### src/rtl/proc_pkg.sv
// rtl/proc_pkg.sv - shared shift-op encodings, default widths and the S1 pipeline bundle
package proc_pkg;

    localparam int WIDTH_DEF   = 32;
    localparam int SHAMT_W_DEF = 5;
    localparam int TAG_W_DEF   = 5;

    typedef logic [1:0] shift_op_t;

    localparam shift_op_t SHIFT_OP_SLL = 2'b00;
    localparam shift_op_t SHIFT_OP_SRA = 2'b01;
    localparam shift_op_t SHIFT_OP_SRL = 2'b10;
    localparam shift_op_t SHIFT_OP_ROL = 2'b11;

    // Request captured into the first pipeline register.
    typedef struct packed {
        shift_op_t              op;
        logic [WIDTH_DEF-1:0]   data;
        logic [SHAMT_W_DEF-1:0] shamt;
        logic [TAG_W_DEF-1:0]   tag;
    } s1_t;

endpackage

### src/rtl/left_shift.sv
// rtl/left_shift.sv - 32-bit five-level barrel left shifter, zero fill
//   A   : operand
//   amt : shift amount 0..31
//   S   : A << amt
module left_shift (
    input  logic [31:0] A,
    output logic [31:0] S,
    input  logic [4:0]  amt
);

    logic [31:0] l16;
    logic [31:0] l8;
    logic [31:0] l4;
    logic [31:0] l2;

    assign l16 = amt[4] ? {A[15:0],   16'b0} : A;
    assign l8  = amt[3] ? {l16[23:0],  8'b0} : l16;
    assign l4  = amt[2] ? {l8[27:0],   4'b0} : l8;
    assign l2  = amt[1] ? {l4[29:0],   2'b0} : l4;
    assign S   = amt[0] ? {l2[30:0],   1'b0} : l2;

endmodule

### src/rtl/right_shift.sv
// rtl/right_shift.sv - 32-bit five-level barrel right shifter, logical or arithmetic
//   A     : operand
//   amt   : shift amount 0..31
//   arith : 1 replicates A[31] into vacated bits, 0 fills with zeros
//   S     : shifted result
module right_shift (
    input  logic [31:0] A,
    output logic [31:0] S,
    input  logic [4:0]  amt,
    input  logic        arith
);

    logic        fill;
    logic [31:0] r16;
    logic [31:0] r8;
    logic [31:0] r4;
    logic [31:0] r2;

    assign fill = arith & A[31];

    assign r16 = amt[4] ? {{16{fill}}, A[31:16]}  : A;
    assign r8  = amt[3] ? {{8{fill}},  r16[31:8]} : r16;
    assign r4  = amt[2] ? {{4{fill}},  r8[31:4]}  : r8;
    assign r2  = amt[1] ? {{2{fill}},  r4[31:2]}  : r4;
    assign S   = amt[0] ? {fill,       r2[31:1]}  : r2;

endmodule

### src/rtl/shift_exec_stage.sv
// rtl/shift_exec_stage.sv - two-stage pipelined SLL/SRA/SRL/ROL execute unit with backpressure and flush
//   clock, reset (async, active-high), flush (sync kill of both stages)
//   in_valid/in_ready/in_op/in_data/in_shamt/in_tag : request from issue
//   out_valid/out_ready/out_data/out_tag/out_zero    : registered result to X/M latch
module shift_exec_stage
    import proc_pkg::*;
#(
    parameter int WIDTH   = 32,
    parameter int SHAMT_W = 5,
    parameter int TAG_W   = 5
) (
    input  logic               clock,
    input  logic               reset,
    input  logic               flush,
    input  logic               in_valid,
    output logic               in_ready,
    input  logic [1:0]         in_op,
    input  logic [WIDTH-1:0]   in_data,
    input  logic [SHAMT_W-1:0] in_shamt,
    input  logic [TAG_W-1:0]   in_tag,
    output logic               out_valid,
    input  logic               out_ready,
    output logic [WIDTH-1:0]   out_data,
    output logic [TAG_W-1:0]   out_tag,
    output logic               out_zero
);

    // The shifters and the S1 bundle are hard-wired to the default widths.
    if (WIDTH != WIDTH_DEF || SHAMT_W != SHAMT_W_DEF || TAG_W != TAG_W_DEF) begin : g_width_check
        $error("shift_exec_stage supports only WIDTH=32, SHAMT_W=5, TAG_W=5");
    end

    s1_t               s1;
    logic              s1_valid;
    logic              s2_valid;
    logic              s2_free;
    logic              s1_adv;
    logic              in_fire;

    logic [WIDTH-1:0]   sll_res;
    logic [WIDTH-1:0]   sr_res;
    logic [WIDTH-1:0]   rot_hi;
    logic [SHAMT_W-1:0] rot_amt;
    logic [WIDTH-1:0]   result;

    // Handshake: in_ready never looks at in_valid, only at pipeline state and out_ready.
    assign s2_free   = !s2_valid || out_ready;
    assign s1_adv    = s1_valid && s2_free;
    assign in_ready  = !s1_valid || s1_adv;
    assign in_fire   = in_valid && in_ready;
    assign out_valid = s2_valid;

    left_shift u_sll (
        .A   (s1.data),
        .S   (sll_res),
        .amt (s1.shamt)
    );

    // SRA and SRL share one shifter; only the fill bit differs.
    right_shift u_sr (
        .A     (s1.data),
        .S     (sr_res),
        .amt   (s1.shamt),
        .arith (s1.op == SHIFT_OP_SRA)
    );

    // Rotate high part: data >> (32 - n). In 5 bits 32 - n equals -n; the n=0 wrap
    // to 0 would OR the operand onto itself, so that case is muxed out below.
    assign rot_amt = ~s1.shamt + 5'd1;

    right_shift u_rot (
        .A     (s1.data),
        .S     (rot_hi),
        .amt   (rot_amt),
        .arith (1'b0)
    );

    always_comb begin
        result = s1.data;
        case (s1.op)
            SHIFT_OP_SLL: result = sll_res;
            SHIFT_OP_SRA: result = sr_res;
            SHIFT_OP_SRL: result = sr_res;
            SHIFT_OP_ROL: result = (s1.shamt == '0) ? s1.data : (sll_res | rot_hi);
            default:      result = s1.data;
        endcase
    end

    always_ff @(posedge clock or posedge reset) begin
        if (reset) begin
            s1_valid <= 1'b0;
            s1       <= '0;
            s2_valid <= 1'b0;
            out_data <= '0;
            out_tag  <= '0;
            out_zero <= 1'b0;
        end else if (flush) begin
            // Kill wins over everything; a result handed off this cycle is already consumed.
            s1_valid <= 1'b0;
            s2_valid <= 1'b0;
        end else begin
            if (s2_free) begin
                s2_valid <= s1_valid;
                if (s1_valid) begin
                    out_data <= result;
                    out_tag  <= s1.tag;
                    out_zero <= (result == '0);
                end
            end
            // When in_ready is high S1 is either empty or emptying this edge,
            // so it simply takes whatever the input presents.
            if (in_ready) begin
                s1_valid <= in_valid;
                if (in_fire) begin
                    s1.op    <= in_op;
                    s1.data  <= in_data;
                    s1.shamt <= in_shamt;
                    s1.tag   <= in_tag;
                end
            end
        end
    end

endmodule

### config.mk
export PLATFORM = sky130hd
export DESIGN_NAME = shift_exec_stage
export DESIGN_NICKNAME = d
export VERILOG_FILES = /design/src/rtl/proc_pkg.sv /design/src/rtl/left_shift.sv /design/src/rtl/right_shift.sv /design/src/rtl/shift_exec_stage.sv
export SDC_FILE = /design/constraint.sdc
export NUM_CORES = 1
export LEC_CHECK = 0
export CAP_MARGIN = 20
export CELL_PAD_IN_SITES_DETAIL_PLACEMENT = 0
export CELL_PAD_IN_SITES_GLOBAL_PLACEMENT = 1
export CORE_MARGIN = 10
export CORE_UTILIZATION = 45
export DETAILED_ROUTE_END_ITERATION = 6
export PLACE_DENSITY = 0.86
export SYNTH_ARGS = -nofsm -noshare
export SYNTH_HDL_FRONTEND = slang
export SYNTH_SLANG_ARGS = --single-unit
### constraint.sdc
create_clock -name clock -period 5.8 [get_ports clock]
set_clock_uncertainty 0.05 [all_clocks]
set_input_delay 0.58 -clock clock [delete_from_list [all_inputs] [get_ports clock]]
set_output_delay 0.58 -clock clock [all_outputs]
set_load 0.03 [all_outputs]
==> flow_summary.toml <==
[clock_tree]
cts.sinks = 84
cts_hold_buf = 0
clk_latency_ns = 0.37
cts_root_buf = "clkbuf_16"
tritoncts = "built"
cts_resized = 0
post_cts_buffers = 0
clk_path_buf_depth = 2
ctsHtreeMaxLevel = 3
cts_made_buffers = 9
clk_pin_slew_ns = 0.08

[timing]
grt_setup_unrepaired = "no"
final.min_clock_period_ns = 4.642
hold_viol_final = 0
final.setup.tns_ns = 0
setup_viol = 0
clock.fmax_ghz = 0.2154
fin_crit_sh_pct = 80.04
max_slew_margin_pct = 23.65
max_slew.worst_pin.slew_ns = 1.142
finalMaxSlewViolations = 0

[die]
die_w_um = 167.7
ios = 89
die_h_um = 167.7
initial_utilization_pct = 46.27
rows = 53
dieArea_mm2 = 0.02813
core_area_mm2 = 0.02122

[logic_synthesis]
synthTopCellsByArea = "dfrtp_1 21%, mux2i_1 11%, mux2_2 8.5%"
synth_top_cell_by_area = "dfrtp_1"
yosysSeqAreaShare_pct = 21.41
synthMostInstantiatedCell = "nand2_1"
synth_top_cell_area_share_pct = 21.41
yosys_warnings = 0
synth.area.mux_share_pct = 24.59
synth-seq-cells = 84
synthSimpleGateAreaFrac_pct = 20.02
netlist_top_cells_count = "189 x nand2_1, 104 x mux2i_1, 99 x o21ai_0, 84 x dfrtp_1, 81 x clkbuf_1"
synth_cell_types = 86
synth-async-reset-ratio_pct = 100.0
synth_ff_type = "dfrtp_1"
synth_compound_area_share_pct = 25.15
synthCells = 1246
synth_area_per_cell_um2 = 7.881
synth_fa_ha_area_share_pct = 0.6371
synth_top_family_by_area = "compound AO/OA/AOI/OAI gates"
synth_nets = 1300
synth_edf_count = 0
synthXorXnorAreaFrac_pct = 0.4587
syn_area_mm2 = 0.009819

[setup_path]
r2r_slack_ns = 1.16
critPathKind = "register to register"
cp_slowest_cell = "a221oi_1"
worstPathMaxFanout = 15
reg2reg_from = "s1[5]"
cp-end-kind = "register"
arrival_ns = 4.86
cpPeakStageDelay_ns = 0.59
reg2reg_to = "out_zero"
cp_cell_sequence = "clkinv_1 -> ha_1 -> xnor2_4 -> buf_4 -> mux2i_1 -> mux2i_1 -> a221oi_1 -> nand2_1 -> nand2_1 -> o21ai_0 -> nor4_1 -> nand4_1 -> o31ai_1"
reg2regPathDepth = 13
worstPathRequired_ns = 6.02
cp-start-kind = "register"

[run]
drv_cap = 0

[global_routing]
grt_usage_pct = 31.69
grt_pass1_vias = 10120
antenna_found_initial = 1
grt_pass1_wl_um = 68320
overflow = 0
grt_max_degree = 61

[power]
combPwrFrac_pct = 62.9
sw_frac_of_total_pct = 53.02
p_sw_uw = 2431
clockPowerShare_pct = 15.2
p_int_uw = 2154
power_density_mw_per_mm2 = 419.5
seq_power_share_pct = 21.9
p_leak_uw = 0.004362
worst_ir_drop_vdd_uv = 194.1

[route]
wl_um = 46680
wl_met3_um = 5615
viasPerCell = 7.161
first_pass_iters = 6
wl_met1_um = 18650
wl_per_cell_um = 30.85
maxUsedRoutingLayer = "met4"
drcViolationCount = 0
vias = 10830
wl_met2_um = 19400
postRouteAntennaNets = 0
drt_iter0_drc = 1630

[placed_design]
post-dp-hpwl_um = 33650
gp_congestion = 1.032
numPortBuffers = 88

[worst_hold_path]
hp-start = "s1[0]"
hold_class = "register to register"
whs_endpoint = "out_tag[0]"
holdPathStages = 2

[status]
outcome = "completed"

[final_layout]
filler_cell_count = 2068
final_nets = 1286
area_growth_pct = 11.33
fin_util_pct = 51.52
drive_above_1_share_pct = 14.31
worst max-delay path by stage:
| stage | startpoint | endpoint | slack, ns |
|---|---|---|---|
| 3_5_place_dp | s1[5] | out_zero | 1.31 |
| 2_1_floorplan | s1[5] | out_zero | 1.38 |
| 6_report | s1[5] | out_zero | 1.16 |
| 5_1_grt | s1[5] | out_zero | 0.95 |
| 4_1_cts | s1[5] | out_zero | 1.26 |
| 3_3_place_gp | s1[5] | out_zero | 1.33 |
critical path: cells and delay by family, from the launching register on:
kind / cells / cell delay, ns
muxes: 2 / 0.71
adders and majority gates: 1 / 0.34
AOI/OAI and AO/OA: 3 / 1.00
and+or+nand+nor: 4 / 0.75
DFF: 1 / 0.57
xor gates and xnor gates: 1 / 0.58
buffers and inverters: 2 / 0.53
power by group through the flow:
stage,clock network [uW],registers (uW),logic (uW)
final,698,1000,2880
after detailed placement,0,993,2780
after CTS,702,981,2790
after global routing,724,1010,3030
after floorplan,0,999,1780
after global placement,0,990,2810
cell usage in the layout (no fill, tap or decap), types with 6 or more instances in the layout:
master           count
nand4_1             11
nand2_1            189
o21ai_0             99
inv_1               19
o32ai_1              7
clkdlybuf4s50_1     88
a211oi_1            16
a2bb2oi_1            6
nand3_1             25
clkbuf_16            9
a21oi_1             56
a22oi_1             16
dfrtp_1             79
o211ai_1            12
nor2_1              78
or3_1                7
and3_1               9
and2_1               6
buf_4               26
mux2i_1            104
nor2b_1             12
or2_2                7
mux4_2              24
nand2b_1            11
mux2_2              74
o221ai_1            15
nor4_1               6
a31oi_1             20
o21a_1               7
o31ai_1              7
a32oi_1              9
a221oi_1             6
nor3_1              29
nand3b_1             9
o22ai_1             15
logic make-up after synthesis:
group	after synthesis
AO/OA/AOI/OAI	366
XOR/XNOR	3
adder cells (fa/ha/maj)	5
buffers and inverters	165
flip-flops	84
multiplexers	202
AND/OR/NAND/NOR	421
metal layers:
layer	global-route usage, %	vias to the layer above
li1	-	4616
met1	42.28	5233
met2	46.31	789
met3	8.123	196
met4	15.86	0
met5	0	-
flip-flops by register name, summed over array words and instances (netlist names):
name	count
out_data	32
out_zero	1
out_tag	5
s1	44
s1_valid	1
out_valid	1
area by class of cell:
type                            instances  area (um^2)  share of cell area, %
Antenna cell                            1        2.502                0.02289
Clock buffer                            9        225.2                  2.060
Clock inverter                          7        107.6                 0.9843
Inverter                               26        98.84                 0.9042
Multi-Input combinational cell        997         6969                  63.75
Sequential cell                        84         2108                  19.29
Tap cell                              275        344.1                  3.148
Timing Repair Buffer                  114         1076                  9.843
metrics by stage:
step | instances | worst slack, ns | cell area [um^2] | hold WS (ns) | power (uW)
after global routing | 1512 | 0.9521 | 10930 | 0.4375 | 4760
after global placement | 1496 | 1.331 | 10600 | 0.3903 | 3797
final | 1513 | 1.158 | 10930 | 0.4147 | 4586
after CTS | 1512 | 1.262 | 10930 | 0.4166 | 4478
after floorplan | 1246 | 1.382 | 9819 | 0.3831 | 2775
after detailed placement | 1496 | 1.307 | 10600 | 0.3986 | 3776
No activity file was read; power rests on OpenSTA's default activity.
